## config.mk

```make
export PLATFORM = sky130hd
export DESIGN_NAME = mem_uncached_wbuf
export DESIGN_NICKNAME = d
export VERILOG_FILES = /design/src/rtl/mem_pkg.sv /design/src/rtl/wbuf_fifo.sv /design/src/rtl/mem_uncached_wbuf.sv
export SDC_FILE = /design/constraint.sdc
export NUM_CORES = 1
export LEC_CHECK = 0
export ABC_AREA = 1
export BUFFER_PORTS_ARGS = -buffer_cell sky130_fd_sc_hd__buf_2
export CORE_ASPECT_RATIO = 0.7
export CORE_UTILIZATION = 51
export CTS_CLUSTER_SIZE = 24
export DETAILED_ROUTE_END_ITERATION = 8
export HOLD_SLACK_MARGIN = 0.1
export PLACE_DENSITY_LB_ADDON = 0.1
export SKIP_LAST_GASP = 1
export SYNTH_ARGS = -nofsm -noshare
export SYNTH_HDL_FRONTEND = slang
export SYNTH_SLANG_ARGS = --single-unit
```

## constraint.sdc

```tcl
create_clock -name clk -period 4.25 [get_ports clk]
set_clock_uncertainty 0.2 [all_clocks]
set_input_delay 0.2125 -clock clk [delete_from_list [all_inputs] [get_ports clk]]
set_output_delay 0.2125 -clock clk [all_outputs]
set_load 0.02 [all_outputs]
```

## src/rtl/mem_pkg.sv

```systemverilog
// Shared types and helpers for the uncached MEM-stage access path.
// Covers access sizes, FSM states, store-buffer entries and the lane/extension helpers.
package mem_pkg;

  localparam logic [31:0] UC_BASE_DEF  = 32'hA000_0000;
  localparam logic [31:0] UC_LIMIT_DEF = 32'hBFFF_FFFF;

  typedef enum logic [1:0] {
    SZ_BYTE = 2'd0,
    SZ_HALF = 2'd1,
    SZ_WORD = 2'd2
  } mem_size_e;

  typedef enum logic [2:0] {
    UC_IDLE,
    UC_W_ADDR,
    UC_W_DATA,
    UC_R_ADDR,
    UC_R_DATA
  } uc_state_t;

  typedef struct packed {
    logic [31:0] addr;
    mem_size_e   size;
    logic [31:0] data;
  } wbuf_entry_t;

  // The reserved encoding 2'b11 is treated as a word access.
  function automatic mem_size_e to_size(input logic [1:0] t);
    case (t)
      2'b00:   return SZ_BYTE;
      2'b01:   return SZ_HALF;
      default: return SZ_WORD;
    endcase
  endfunction

  function automatic logic [31:0] align_addr(input logic [31:0] a, input mem_size_e sz);
    case (sz)
      SZ_BYTE: return a;
      SZ_HALF: return {a[31:1], 1'b0};
      default: return {a[31:2], 2'b00};
    endcase
  endfunction

  function automatic logic [31:0] lane_replicate(input logic [31:0] d, input mem_size_e sz);
    case (sz)
      SZ_BYTE: return {4{d[7:0]}};
      SZ_HALF: return {2{d[15:0]}};
      default: return d;
    endcase
  endfunction

  // Half lanes are picked by addr[1] only, matching the size-aligned bus address.
  function automatic logic [31:0] load_extend(input logic [31:0] d, input logic [1:0] off,
                                              input mem_size_e sz, input logic zext);
    logic [7:0]  b;
    logic [15:0] h;
    b = 8'(d >> {off, 3'b000});
    h = 16'(d >> {off[1], 4'b0000});
    case (sz)
      SZ_BYTE: return zext ? {24'b0, b} : {{24{b[7]}}, b};
      SZ_HALF: return zext ? {16'b0, h} : {{16{h[15]}}, h};
      default: return d;
    endcase
  endfunction

endpackage

```

## src/rtl/wbuf_fifo.sv

```systemverilog
// Posted-store FIFO of wbuf_entry_t; head is visible combinationally, no added latency.
// Caller must not push when full unless popping on the same edge; pop on empty is ignored by design contract.
module wbuf_fifo
  import mem_pkg::*;
#(
  parameter int DEPTH = 4
) (
  input  logic        clk,
  input  logic        aresetn,
  input  logic        push,
  input  wbuf_entry_t push_dat,
  input  logic        pop,
  output logic        full,
  output logic        empty,
  output wbuf_entry_t head
);

  localparam int AW = $clog2(DEPTH);

  wbuf_entry_t       store [DEPTH];
  logic [AW-1:0]     wr_ptr;
  logic [AW-1:0]     rd_ptr;
  logic [AW:0]       count;

  always_ff @(posedge clk) begin
    if (push) store[wr_ptr] <= push_dat;
  end

  always_ff @(posedge clk or negedge aresetn) begin
    if (!aresetn) begin
      wr_ptr <= '0;
      rd_ptr <= '0;
      count  <= '0;
    end else begin
      if (push) wr_ptr <= wr_ptr + 1'b1;
      if (pop)  rd_ptr <= rd_ptr + 1'b1;
      case ({push, pop})
        2'b10:   count <= count + 1'b1;
        2'b01:   count <= count - 1'b1;
        default: count <= count;
      endcase
    end
  end

  assign full  = (count == (AW+1)'(DEPTH));
  assign empty = (count == '0);
  assign head  = store[rd_ptr];

endmodule

```

## src/rtl/mem_uncached_wbuf.sv

```systemverilog
// Uncached load/store engine with posted store buffer; stores retire at once, loads drain the buffer then read.
// Stalls on a full buffer or an outstanding load; UNCACHED_ALIGN_CHK_EN adds adel/ades misalignment traps.
module mem_uncached_wbuf
  import mem_pkg::*;
#(
  parameter int          WBUF_DEPTH = 4,
  parameter logic [31:0] UC_BASE    = UC_BASE_DEF,
  parameter logic [31:0] UC_LIMIT   = UC_LIMIT_DEF
) (
  input  logic        clk,
  input  logic        aresetn,
  input  logic        req_valid,
  input  logic        req_wr,
  input  logic [2:0]  req_type,
  input  logic [31:0] req_addr,
  input  logic [31:0] req_wdata,
  input  logic        req_kill,
  output logic        uc_hit,
  output logic [31:0] rdata,
  output logic        stall,
  output logic        wbuf_empty,
  output logic        adel,
  output logic        ades,
  output logic        mem_req,
  output logic        mem_wr,
  output logic [1:0]  mem_size,
  output logic [31:0] mem_addr,
  output logic [31:0] mem_wdata,
  input  logic [31:0] mem_rdata,
  input  logic        mem_addr_ok,
  input  logic        mem_data_ok
);

  uc_state_t   state, state_nxt;
  mem_size_e   req_size;
  logic        base_ok, acc, acc_st, acc_ld;
  logic        push, pop, fifo_full, fifo_empty;
  logic        rd_done, rd_live;
  logic [31:0] rdata_q, ld_ext;
  wbuf_entry_t head, new_entry;

  assign uc_hit   = (req_addr >= UC_BASE) && (req_addr <= UC_LIMIT);
  assign req_size = to_size(req_type[1:0]);
  assign base_ok  = req_valid && uc_hit && !req_kill;

`ifdef UNCACHED_ALIGN_CHK_EN
  logic misal;
  assign misal = ((req_size == SZ_HALF) && req_addr[0]) ||
                 ((req_size == SZ_WORD) && (req_addr[1:0] != 2'b00));
  assign adel  = base_ok && !req_wr && misal;
  assign ades  = base_ok && req_wr && misal;
  assign acc   = base_ok && !misal;
`else
  assign adel  = 1'b0;
  assign ades  = 1'b0;
  assign acc   = base_ok;
`endif

  assign acc_st = acc && req_wr;
  assign acc_ld = acc && !req_wr;

  assign new_entry.addr = align_addr(req_addr, req_size);
  assign new_entry.size = req_size;
  assign new_entry.data = lane_replicate(req_wdata, req_size);

  // A full buffer still accepts when the head retires on the same edge.
  assign push = acc_st && (!fifo_full || pop);

  wbuf_fifo #(.DEPTH(WBUF_DEPTH)) u_fifo (
    .clk      (clk),
    .aresetn  (aresetn),
    .push     (push),
    .push_dat (new_entry),
    .pop      (pop),
    .full     (fifo_full),
    .empty    (fifo_empty),
    .head     (head)
  );

  always_ff @(posedge clk or negedge aresetn) begin
    if (!aresetn) state <= UC_IDLE;
    else          state <= state_nxt;
  end

  always_comb begin
    state_nxt = state;
    mem_req   = 1'b0;
    mem_wr    = 1'b0;
    mem_size  = req_size;
    mem_addr  = align_addr(req_addr, req_size);
    mem_wdata = '0;
    pop       = 1'b0;
    rd_done   = 1'b0;
    case (state)
      UC_IDLE: begin
        if (!fifo_empty)  state_nxt = UC_W_ADDR;
        else if (acc_ld)  state_nxt = UC_R_ADDR;
      end
      UC_W_ADDR, UC_W_DATA: begin
        mem_req   = (state == UC_W_ADDR);
        mem_wr    = 1'b1;
        mem_size  = head.size;
        mem_addr  = head.addr;
        mem_wdata = head.data;
        if (state == UC_W_DATA) begin
          if (mem_data_ok) begin
            pop       = 1'b1;
            state_nxt = UC_IDLE;
          end
        end else if (mem_addr_ok) begin
          pop       = mem_data_ok;
          state_nxt = mem_data_ok ? UC_IDLE : UC_W_DATA;
        end
      end
      UC_R_ADDR: begin
        // A load killed before acceptance withdraws its request.
        mem_req = acc_ld;
        if (!acc_ld) state_nxt = UC_IDLE;
        else if (mem_addr_ok) begin
          rd_done   = mem_data_ok;
          state_nxt = mem_data_ok ? UC_IDLE : UC_R_DATA;
        end
      end
      UC_R_DATA: begin
        if (mem_data_ok) begin
          rd_done   = rd_live && acc_ld;
          state_nxt = UC_IDLE;
        end
      end
      default: state_nxt = UC_IDLE;
    endcase
  end

  // Cleared once the requesting load leaves the stage, so a late response is discarded.
  always_ff @(posedge clk or negedge aresetn) begin
    if (!aresetn) rd_live <= 1'b0;
    else if (state == UC_R_ADDR && acc_ld && mem_addr_ok && !mem_data_ok) rd_live <= 1'b1;
    else if (state == UC_R_DATA && !acc_ld) rd_live <= 1'b0;
  end

  assign ld_ext = load_extend(mem_rdata, req_addr[1:0], req_size, req_type[2]);

  always_ff @(posedge clk or negedge aresetn) begin
    if (!aresetn)     rdata_q <= '0;
    else if (rd_done) rdata_q <= ld_ext;
  end

  assign rdata      = rd_done ? ld_ext : rdata_q;
  assign stall      = (acc_st && fifo_full && !pop) || (acc_ld && !rd_done);
  assign wbuf_empty = fifo_empty;

endmodule

```

==> out/qor.yml, run 1 <==
setup_path:
  critPathLaunchType: "primary input"
  rr_startpoint: "state[2]$_DFFE_PN0P_"
  cp-startpoint: "req_type[1]"
  ff2ff_setup_slack_ns: 0.86
  crit_type: "primary input to primary output"
  r2r-end: "state[1]$_DFFE_PN0P_"
  critPathCapture: "rdata[15]"
  cp_max_fo: 54
  cp-end-kind: "primary output"
  rr_worst_depth: 9
  cp.arrival_ns: 3.39
  worstPathRequired_ns: 3.84
timing:
  finalMaxSlewViolations: 0
  fin_crit_sh: 0.895
  max_freq_mhz: 263
  max_slew_margin: 0.278
  post-route-min-period_ns: 3.81
  whs_ns: 0.135
  rsz0062_at_grt: "no"
  final_hold_viol_count: 0
  worstMarginPinSlew_ns: 1.08
  setup_viol: 0
clock_tree:
  clockBufferDepth: 3
  cts-resized-gates: 0
  htree_levels: 1
  numCtsBuffers: 30
  cts.reportedPaths.clkPinSlew_ns: 0.06
  clock_sinks: 307
  cts_root_buf: "clkbuf_16"
  clk-insertion-delay-late_ns: 0.54
  cts_tree: "built"
global_routing:
  grt_start_max_net_pins: 134
  first_global_vias: 10600
  grt_pass1_wl_um: 56300
  gr-total-overflow: 0
  grt_antenna_before_repair: 0
  grtUsageTotal: 0.261
synth:
  seq_area_frac_synth: 0.661
  yosys-top-cells-area: "edfxtp_1 (58%), dfrtp_1 (7.9%), nand2_1 (6.7%)"
  synthCells: 1326
  yosysMostFrequentCell: "edfxtp_1"
  async_flop_share: 0.140
  synth_top_area_frac: 0.582
  synthDistinctLibCells: 30
  syn_area_mm2: 0.0136
  avgSynthCellArea_um2: 10.3
  ys_top_cells_by_count: "edfxtp_1 (264), nand2_1 (243), nor2_1 (243)"
  synth_edf_count: 264
  synth_largest_area_cell: "edfxtp_1"
  synth_warnings: 0
  ys_ff_latch: 307
  yosys_most_used_dff: "edfxtp_1"
placed_design:
  io_buffers: 208
  place.detailed.hpwl_um: 20100
  place_congestion: 0.885
route:
  viasPerCell: 5.39
  wl_per_cell_um: 17.8
  firstDrtPassIters: 5
  vias: 10800
  drt_iter0_markers: 1081
  drtAntennaViolNets: 0
  drc: 0
  wirelength_um: 35600
power_and_ir_drop:
  power_switching_w: 0.00373
  cellLeakagePower_nw: 7.22
  swShare: 0.382
  pwr-share-seq: 0.348
  pwr-share-clk: 0.270
  power.density_mw_per_mm2: 569
  ir_worst_vdd_mv: 0.589
  power_report.internal_total_w: 0.00605
  finalPower_w: 0.00978
  comb_power_share: 0.382
die:
  design.die.area_mm2: 0.0274
  die_w_um: 197
  core_area_mm2: 0.0259
  die_y_um: 139
  io_pins: 211
  initial_utilization: 0.525
  num_rows: 49
status:
  status: "finished clean"
layout:
  n_antenna_cell: 0
  final_layout_size_suffix_gt1_frac: 0.178
  nets: 1737
  area_growth_pct: 26.2
run:
  maxCapViolations: 0
min_path:
  hold_path.class: "primary input to flop"
## cells in the final DEF, fill, tap and decap left out, drive strengths merged
master and instances:
clkinv 15, ha 4, buf 223, o21a 1
o22ai 37, fa 1, a22oi 1, dlygate4sd3 129
o211ai 7, inv 79, dfrtp 43, nand4 4
o21ai 177, nor2 243, nor3 5, clkbuf 35
bufinv 4, a21oi 22, conb 2, xor2 2
edfxtp 264, a31oi 29, nand2 246, nand3 75
## worst min path at each step
stage,from,endpoint,slack (ns),cells past startpoint
after global routing,req_wdata[14],u_fifo.store[2][14]$_DFFE_PP_,0.15,3
final,req_kill,u_fifo.count[2]$_DFFE_PN0P_,0.14,7
after CTS,req_kill,u_fifo.count[2]$_DFFE_PN0P_,0.11,7
after floorplan,aresetn,rd_live$_DFFE_PN0P_,-0.28,0
after detailed placement,aresetn,rdata_q[24]$_DFF_PN0_,0.24,1
after global placement,aresetn,state[0]$_DFFE_PN0P_,0.23,1
## power groups by stage
stage               Combinational (W)  Clock [W]  Sequential [W]
floorplan                     0.00249          0         0.00345
global placement              0.00360          0         0.00346
detailed placement            0.00364          0         0.00347
CTS                           0.00376    0.00267         0.00340
global route                  0.00412    0.00278         0.00341
finish                        0.00373    0.00264         0.00340
## kinds of logic (layout without fill, tap and decap cells)
group                    count (synthesis)  count (layout)  synth area share
AO/OA/AOI/OAI                          274             274             0.108
buffers and inverters                  164             485            0.0510
adder cells (fa/ha/maj)                  5               5           0.00514
flip-flops                             307             307             0.661
AND/OR/NAND/NOR                        573             573             0.173
XOR/XNOR                                 2               2           0.00129
other                                    1               2          0.000275
## worst max-delay path: stages
cell and delay, ns:
dlygate4sd3_1 0.53, buf_2 0.13, buf_4 0.30, nor2_1 0.17, buf_4 0.31, nand3_2 0.55
nand3_1 0.26, dlygate4sd3_1 0.58, nand2_1 0.06, nand2_1 0.11, buf_2 0.17
## cell type report
class	count	area [um^2]
inverters	79	298
repair buffers	352	2510
clock inverters	19	200
clock buffers	35	769
fillers	2062	8740
flip-flops and latches	307	9010
multi-input cells	856	3970
well taps	357	447
## layer usage
metal / vias to the layer above / track usage / routed length [um]
li1: 5165 / - / -
met4: 0 / 0.0636 / 624
met3: 46 / 0.0409 / 2320
met2: 385 / 0.418 / 16500
met1: 5216 / 0.377 / 16100
met5: - / 0 / 0
## state kept, by name (all words and copies together) (netlist names)
name and flops:
rdata_q 32, u_fifo.rd_ptr 2, rd_live 1, state 3, u_fifo.wr_ptr 2, u_fifo.store 264
u_fifo.count 3
## stage by stage
step	setup slack, ns	setup TNS (ns)	cells	utilization	instance area (um^2)
2_1_floorplan	-0.295	-77.86	1327	-	13600
3_3_place_gp	1.49	0	1822	0.576	14900
3_5_place_dp	1.45	0	1822	0.576	14900
4_1_cts	0.516	0	2005	0.663	17200
5_1_grt	0.250	0	2005	0.663	17200
6_report	0.444	0	2005	0.663	17200
## repair_timing
action / 4_1_cts / 5_1_grt
hold buffers: 129 / 0
hold endpoints to repair: 330 / 0
setup buffers: 0 / 0
Note: power is estimated with default switching activity, not from simulation.
==> inputs of run 2 (changes only) <==
Settings changed: ABC_AREA 1 to default.
==> out/qor.yml, run 2 <==
synth:
  yosys_most_used_dff: "edfxtp_1"
  yosysMostFrequentCell: "edfxtp_1"
  ys_top_cells_by_count: "edfxtp_1 (264), mux4_2 (73), mux2_2 (50), nand2_1 (50), dfrtp_1 (43)"
  syn_area_mm2: 0.0132  # -3.2%
  synthCells: 755  # -43%
  synth_edf_count: 264  # unchanged
  seq_area_frac_synth: 0.683  # +0.0218
  async_flop_share: 0.140  # unchanged
  ys_ff_latch: 307  # unchanged
  yosys-top-cells-area: "edfxtp_1 (60%), mux4_2 (12%), dfrtp_1 (8.2%)"
  synth_largest_area_cell: "edfxtp_1"
  synth_top_area_frac: 0.601  # +0.0192
  avgSynthCellArea_um2: 17.5  # +70%
  synth_warnings: 0  # unchanged
  synthDistinctLibCells: 51  # +70%
timing:
  final_hold_viol_count: 0  # unchanged
  fin_tns_setup_ns: 0  # unchanged
  setup_viol: 0  # unchanged
  max_slew_margin: 0.322  # +0.0439
  fin_crit_sh: 0.778  # -0.117
  rsz0062_at_grt: "no"
  max_freq_mhz: 302  # +15%
  whs_ns: 0.141  # +0.00596 ns
  finalMaxSlewViolations: 0  # unchanged
  post-route-min-period_ns: 3.31  # -0.499 ns
  worstMarginPinSlew_ns: 1.02  # -0.0643 ns
global_routing:
  grtUsageTotal: 0.228  # -0.0332
  gr-total-overflow: 0  # unchanged
  grt_antenna_before_repair: 0  # unchanged
  grt_start_max_net_pins: 68  # -49%
  first_global_vias: 7958  # -25%
  grt_pass1_wl_um: 45900  # -18%
die:
  core_area_mm2: 0.0250  # -3.4%
  die_y_um: 137  # -1.6%
  design.die.area_mm2: 0.0265  # -3.2%
  die_w_um: 194  # -1.6%
  io_pins: 211  # unchanged
  num_rows: 48  # -2.0%
  initial_utilization: 0.527  # +0.00127
clock_tree:
  htree_levels: 1  # unchanged
  clockBufferDepth: 3  # unchanged
  clock_sinks: 307  # unchanged
  numCtsBuffers: 29  # -3.3%
  cts_tree: "built"
  postCtsHoldBufs: 116  # -10%
  cts.reportedPaths.clkPinSlew_ns: 0.06  # about the same
  cts-resized-gates: 0  # unchanged
  cts_root_buf: "clkbuf_16"
  clk-insertion-delay-late_ns: 0.53  # about the same
  post_cts_buffers: 0  # unchanged
setup_path:
  crit_slowest_cell: "a21oi_4"
  slowest_delay_ns: 0.62  # +0.04 ns
  worstPathRequired_ns: 3.84  # about the same
  path_buf_inv: 2  # -4
  cp.arrival_ns: 2.89  # -0.50 ns
  critPathLaunchType: "flop"
  crit_type: "flop to primary output"
  cp-end-kind: "primary output"
  path_cells: "nand2b_1 -> a21oi_4 -> buf_4 -> mux2_2 -> buf_2"
  cp_max_fo: 28  # -48%
  path_delay_family: "compound AO/OA/AOI/OAI gates"
route:
  firstDrtPassIters: 6  # +1
  drc: 0  # unchanged
  viasPerCell: 5.58  # +3.4%
  wl_per_cell_um: 20.9  # +18%
  wirelength_um: 29700  # -17%
  drtAntennaViolNets: 0  # unchanged
  drt_iter0_markers: 627  # -42%
  vias: 7917  # -27%
layout:
  top_regs: "u_fifo.store (264), rdata_q (32)"
  n_antenna_cell: 0  # unchanged
  final_layout_size_suffix_gt1_frac: 0.363  # +0.185
  area_growth_pct: 25.8
  largest_register_ffs: 264  # unchanged
  layout_commonest_cell: "edfxtp_1"
  nets: 1187  # -32%
  mostFrequentLayoutCells: "edfxtp_1 (264), buf_2 (208), dlygate4sd3_1 (116)"
  finish.utilization: 0.662  # -0.000776
  regMostFlops: "u_fifo.store"
placed_design:
  place.detailed.hpwl_um: 18200  # -9.6%
  place_congestion: 0.874  # -1.2%
  io_buffers: 208  # unchanged
run:
  maxCapViolations: 0  # unchanged
power_and_ir_drop:
  ir_worst_vdd_mv: 0.300  # -49%
  cellLeakagePower_nw: 6.26  # -13%
  power.density_mw_per_mm2: 536  # -5.7%
status:
  status: "finished clean"
min_path:
  hold_path.class: "primary input to flop"
run 2: kinds of logic (layout without fill, tap and decap cells):
family / after synthesis / after routing / share of synthesized area
AOI/OAI and AO/OA: 87 / 87 / 0.0479
buffers and inverters: 59 / 398 / 0.0216
other: 1 / 2 / 0.000284
xor gates and xnor gates: 5 / 5 / 0.00332
and+or+nand+nor: 153 / 153 / 0.0587
adders and majority gates: 5 / 5 / 0.00531
muxes: 138 / 138 / 0.180
DFF: 307 / 307 / 0.683
run 2: metal layers:
metal,part of all wire,wire length (um),GRT usage,vias up
met5,0,0,0,-
met4,0.016,484,0.0516,0
met3,0.048,1430,0.0310,39
met2,0.46,13600,0.358,274
met1,0.48,14200,0.344,3993
li1,-,-,-,3611
run 2: path summary, 6_finish.rpt:
kind / startpoint / to / slack (ns) / depth (start not counted)
max: state[0]$_DFFE_PN0P_ / mem_size[0] / 0.94 / 5
min: req_addr[0] / u_fifo.store[2][34]$_DFFE_PP_ / 0.14 / 2
max reg2reg: state[0]$_DFFE_PN0P_ / u_fifo.store[1][30]$_DFFE_PP_ / 1.24 / 5
min reg2reg: rdata_q[3]$_DFF_PN0_ / rdata_q[3]$_DFF_PN0_ / 0.30 / 1
max in group asynchronous: aresetn / u_fifo.rd_ptr[0]$_DFFE_PN0P_ / 2.72 / 4
min in group asynchronous: aresetn / rdata_q[27]$_DFF_PN0_ / 0.67 / 4
run 2: power by group:
part / internal (W) / leakage [nW] / switching, W
clock: 0.00132 / 0.417 / 0.00104
sequential: 0.00337 / 2.95 / 0.000273
combinational: 0.00139 / 2.89 / 0.00150
total: 0.00608 / 6.26 / 0.00282
run 2: final cells by class:
class,count,area (um^2)
clock inverter,9,47.5
inverter,12,45.0
clock buffer,41,811
fill,1721,8460
sequential,307,9010
multi-input combinational,390,3920
timing repair buffer,336,2340
tap,325,407
run 2: through the flow:
step	power [W]	cells	instance area (um^2)	setup WS [ns]
global route	0.00931	1420	16600	0.717
global placement	0.00654	1254	14600	1.28
floorplan	0.00566	756	13200	0.799
CTS	0.00899	1420	16600	0.870
finish	0.00890	1420	16600	0.943
detailed placement	0.00655	1254	14600	1.23
